[src/rtl/mplier_u8x8.sv]
// Unsigned 8x8 -> 16-bit multiplier: AND-array partial products, Wallace-style
// 3:2 carry-save reduction, ripple carry-propagate adder, registered output.
module mplier_u8x8 (
    input  logic        clk,
    input  logic        rst,
    input  logic [7:0]  a,
    input  logic [7:0]  b,
    input  logic        in_valid,
    output logic [15:0] product,
    output logic        out_valid
);

    localparam int unsigned OPW = 8;
    localparam int unsigned PW  = 16;

    logic [PW-1:0] w_pp [OPW];

    // Partial-product row i is a gated by b[i], aligned at column i.
    for (genvar i = 0; i < OPW; i++) begin : g_pp
        assign w_pp[i] = PW'({8'h00, a & {OPW{b[i]}}}) << i;
    end

    // Each 3:2 stage is a row of full adders. Carries leaving column 15 are
    // dropped: the sum is exact modulo 2^16 and the true product never
    // reaches 2^16, so nothing is lost.
    logic [PW-1:0] w_s0, w_c0, w_s1, w_c1;
    logic [PW-1:0] w_s2, w_c2, w_s3, w_c3;
    logic [PW-1:0] w_s4, w_c4, w_s5, w_c5;
    logic [PW-1:0] w_m0, w_m1, w_m2, w_m3, w_m4, w_m5;

    // Level 1: 8 rows -> 6 rows
    assign w_s0 = w_pp[0] ^ w_pp[1] ^ w_pp[2];
    assign w_m0 = (w_pp[0] & w_pp[1]) | (w_pp[0] & w_pp[2]) | (w_pp[1] & w_pp[2]);
    assign w_c0 = {w_m0[PW-2:0], 1'b0};
    assign w_s1 = w_pp[3] ^ w_pp[4] ^ w_pp[5];
    assign w_m1 = (w_pp[3] & w_pp[4]) | (w_pp[3] & w_pp[5]) | (w_pp[4] & w_pp[5]);
    assign w_c1 = {w_m1[PW-2:0], 1'b0};

    // Level 2: 6 rows -> 4 rows
    assign w_s2 = w_s0 ^ w_c0 ^ w_s1;
    assign w_m2 = (w_s0 & w_c0) | (w_s0 & w_s1) | (w_c0 & w_s1);
    assign w_c2 = {w_m2[PW-2:0], 1'b0};
    assign w_s3 = w_c1 ^ w_pp[6] ^ w_pp[7];
    assign w_m3 = (w_c1 & w_pp[6]) | (w_c1 & w_pp[7]) | (w_pp[6] & w_pp[7]);
    assign w_c3 = {w_m3[PW-2:0], 1'b0};

    // Level 3: 4 rows -> 3 rows
    assign w_s4 = w_s2 ^ w_c2 ^ w_s3;
    assign w_m4 = (w_s2 & w_c2) | (w_s2 & w_s3) | (w_c2 & w_s3);
    assign w_c4 = {w_m4[PW-2:0], 1'b0};

    // Level 4: 3 rows -> 2 rows
    assign w_s5 = w_s4 ^ w_c4 ^ w_c3;
    assign w_m5 = (w_s4 & w_c4) | (w_s4 & w_c3) | (w_c4 & w_c3);
    assign w_c5 = {w_m5[PW-2:0], 1'b0};

    // Final carry-propagate adder built from explicit full-adder cells.
    logic [PW:0]   w_carry;
    logic [PW-1:0] w_sum;

    assign w_carry[0] = 1'b0;
    for (genvar k = 0; k < PW; k++) begin : g_cpa
        assign w_sum[k]     = w_s5[k] ^ w_c5[k] ^ w_carry[k];
        assign w_carry[k+1] = (w_s5[k] & w_c5[k]) | (w_s5[k] & w_carry[k])
                            | (w_c5[k] & w_carry[k]);
    end

    logic [PW-1:0] r_product;
    logic          r_out_valid;

    always_ff @(posedge clk or posedge rst) begin
        if (rst) begin
            r_product   <= '0;
            r_out_valid <= 1'b0;
        end else begin
            r_product   <= w_sum;
            r_out_valid <= in_valid;
        end
    end

    assign product   = r_product;
    assign out_valid = r_out_valid;

    // Final carry out is always 0 for an 8x8 product.
    logic w_unused;
    assign w_unused = w_carry[PW];

endmodule

[config.mk]
export PLATFORM = sky130hd
export DESIGN_NAME = mplier_u8x8
export DESIGN_NICKNAME = d
export VERILOG_FILES = /design/src/rtl/mplier_u8x8.sv
export SDC_FILE = /design/constraint.sdc
export NUM_CORES = 1
export LEC_CHECK = 0
export ABC_AREA = 1
export CAP_MARGIN = 20
export CORE_MARGIN = 2
export CORE_UTILIZATION = 65
export CTS_CLUSTER_SIZE = 10
export DETAILED_ROUTE_END_ITERATION = 8
export DONT_BUFFER_PORTS = 1
export PLACE_DENSITY = 0.83
export SYNTH_ARGS = -nofsm -noshare
export SYNTH_HDL_FRONTEND = slang
export SYNTH_SLANG_ARGS = --single-unit
[constraint.sdc]
create_clock -name clk -period 1.6 [get_ports clk]
set_clock_uncertainty 0.15 [all_clocks]
set_input_delay 0.16 -clock clk [delete_from_list [all_inputs] [get_ports clk]]
set_output_delay 0.16 -clock clk [all_outputs]
set_load 0.005 [all_outputs]
==> run_results.csv <==
group,metric,value,unit
run_status,status,"finished with violations",
run_status,violations,"hold timing, setup timing",
cts,clk_pin_slew,0.09,ns
synth,seq_area_frac_synth,18.4,%
cells_and_area,syn_to_final_growth,3.69,%
global_routing,grt_pass1_wl,6.55,mm
setup_path,crit_required,1.67,ns
min_path,hp-class,"in2reg",
cells_and_area,fill_cells,277,
route,wl,3.78,mm
cts,cts-htree-levels,1,
synth,synthTopCellsByArea,"fa_1, dfrtp_1, inv_1, nand2_1, ha_1",
route,wl_per_cell,13.4,um
cells_and_area,drive_gt1_share,15.2,%
floorplanning,start_util,68.6,%
synth,ys_warn_count,0,
pwr,power_density,894,nW/um^2
global_routing,antenna_found_initial,0,
cts,ctsHoldBuffers,4,
floorplanning,die_h,63.6,um
pwr,leakage,1.38,nW
sta,slew_headroom,59.2,%
synth,yosysTopAreaCellShare,40.8,%
route,drc,0,
setup_path,path_buf_inv,5,
sta,finalSetupTns,-24.74,ns
floorplanning,row_count,21,
place,place_congestion,0.822,
flow_run,maxCapViolations,0,
synth,synth-seq-cells,17,
sta,period_share,320,%
setup_path,crit_path_frequent_cell,"fa_2",
sta,finalSetupViolCount,12,
cts,cts_setup_buffers,0,
route,drt_iter0_markers,30,
sta,rsz0062_at_grt,"true",
setup_path,endpoint,"product[14]$_DFF_PP0_",
synth,syn-cell-area,2310,um^2
sta,min_period,5.12,ns
setup_path,crit_cells,19,
cells_and_area,antenna_cells,0,
global_routing,grt_max_degree,18,
sta,hold_slack,-0.0494,ns
setup_path,endpoint_kind,"flop",
place,pre_cts_ws,-3.86,ns
floorplanning,core-area,3360,um^2
synth,avgSynthCellArea,9.41,um^2
setup_path,crit_slowest_cell,"fa_1",
sta,setup_ws,-3.52,ns
cells_and_area,nets,320,
cts,clk_path_buf_depth,2,
setup_path,crit_chain,"nand2_8 -> inv_4 -> fa_1 -> inv_2 -> fa_1 -> fa_1 -> inv_2 -> ha_4 -> inv_4 -> fa_2 -> fa_2 -> inv_2 -> fa_2 -> fa_2 -> fa_2 -> fa_2 -> fa_2 -> fa_2 -> fa_2",
sta,maxSlewViolCount,0,
setup_path,crit_path_start,"a[3]",
floorplanning,ios,36,
global_routing,grt-ovfl-total,0,
setup_path,arrival,5.19,ns
pwr,max-vdd-ir-drop,749,uV
route,routed-via-count,1402,
sta,hold_violations,1,
route,final_antenna_net_count,0,
global_routing,grt_pass1_vias,1576,
cts,cts_sinks,17,
synth,synth_cells,245,
synth,synth_nets,327,
synth,synth_top_cell_by_area,"fa_1",
cts,ctsRootBufferMaster,"clkbuf_4",
place,dp.cells,275,
setup_path,start_kind,"input pin",
place,hpwl,3.13,mm
route,vias_per_cell,4.95,
route,drt_pass1_iterations,4,
cells_and_area,layout.cells.non_filler,283,
sta,max_slew.worst_pin.slew,0.611,ns
setup_path,critPathMaxStageDelay,0.54,ns
floorplanning,die_w,63.6,um
setup_path,critPathKind,"in2reg",
setup_path,crit_fanout,8,
setup_path,cp_top_family,"adder cells",
synth,yosysUniqueCellTypes,6,
global_routing,grt_usage,21.0,%
place,port-buffer-count,0,
cts,cts_buffers,3,
floorplanning,dieArea,4040,um^2
cts,cts_tree,"yes",
sta,maxClockFrequency,0.196,GHz
-- cell usage in the layout, fill, tap and decap left out --
cell,synthesis,routed
dfrtp_1,17,17
fa_1,47,38
clkbuf_4,0,3
nand2_1,67,59
nand2_2,0,4
nand2_8,0,4
fa_2,0,9
ha_4,0,3
ha_1,16,13
inv_1,82,70
inv_2,0,10
dlygate4sd3_1,0,4
inv_4,0,2
clkinv_2,0,1
-- state kept, by name, summed over array words and instances, names as in the netlist --
| register | count |
|---|---|
| out_valid | 1 |
| product | 16 |
-- report_power, final --
part	switching (W)	internal, W
Sequential	0.0000805	0.000610
Clock	0.000124	0.0000929
Combinational	0.000649	0.000581
-- worst min path at each step --
stage,from,end,slack (ns),cells after the start
after floorplan,rst,out_valid$_DFF_PP0_,-0.06,1
after global placement,rst,product[0]$_DFF_PP0_,-0.0004,1
after detailed placement,rst,product[9]$_DFF_PP0_,0.008,1
after CTS,a[1],product[1]$_DFF_PP0_,-0.06,3
after global routing,a[1],product[1]$_DFF_PP0_,-0.07,3
final,a[1],product[1]$_DFF_PP0_,-0.05,3
-- stage by stage --
step / power, W / area (um^2) / utilization [%]
global placement: 0.00179 / 2240 / 66.7
global route: 0.00240 / 2390 / 71.1
detailed placement: 0.00187 / 2240 / 66.7
floorplan: 0.00164 / 2370 / -
CTS: 0.00212 / 2340 / 69.7
finish: 0.00214 / 2390 / 71.1
-- cell usage after synthesis --
cell	count
inv_1	82
nand2_1	67
fa_1	47
dfrtp_1	17
buf_6	16
ha_1	16
-- layout make-up --
cell class	count	area [um^2]	area share, %
Clock inverter	1	5.00	0.209
Sequential cell	17	425	17.8
Inverter	82	313	13.1
Tap cell	46	57.6	2.41
Multi-Input combinational cell	130	1530	63.9
Timing Repair Buffer	4	40.0	1.67
Clock buffer	3	22.5	0.942
-- layer usage --
| layer | vias to the layer above | track usage, % | wire length [um] |
|---|---|---|---|
| li1 | 639 | - | - |
| met1 | 720 | 23.9 | 1350 |
| met2 | 37 | 40.0 | 2210 |
| met3 | 6 | 4.82 | 183 |
| met4 | 0 | 4.35 | 41 |
| met5 | - | 0 | 0 |
-- timing repair --
item / 4_1_cts / 5_1_grt
pin swaps: 2 / 4
endpoints found under the setup margin: 12 / 12
gates resized for setup: 12 / 14
hold endpoints to repair: 20 / 1
-- logic make-up after synthesis --
| logic type | share of synthesized area, % |
|---|---|
| buffers and inverters | 21.2 |
| AND/OR/NAND/NOR | 10.9 |
| adder cells (fa/ha/maj) | 49.5 |
| flip-flops | 18.4 |
Note: power is estimated with default switching activity, not from simulation.
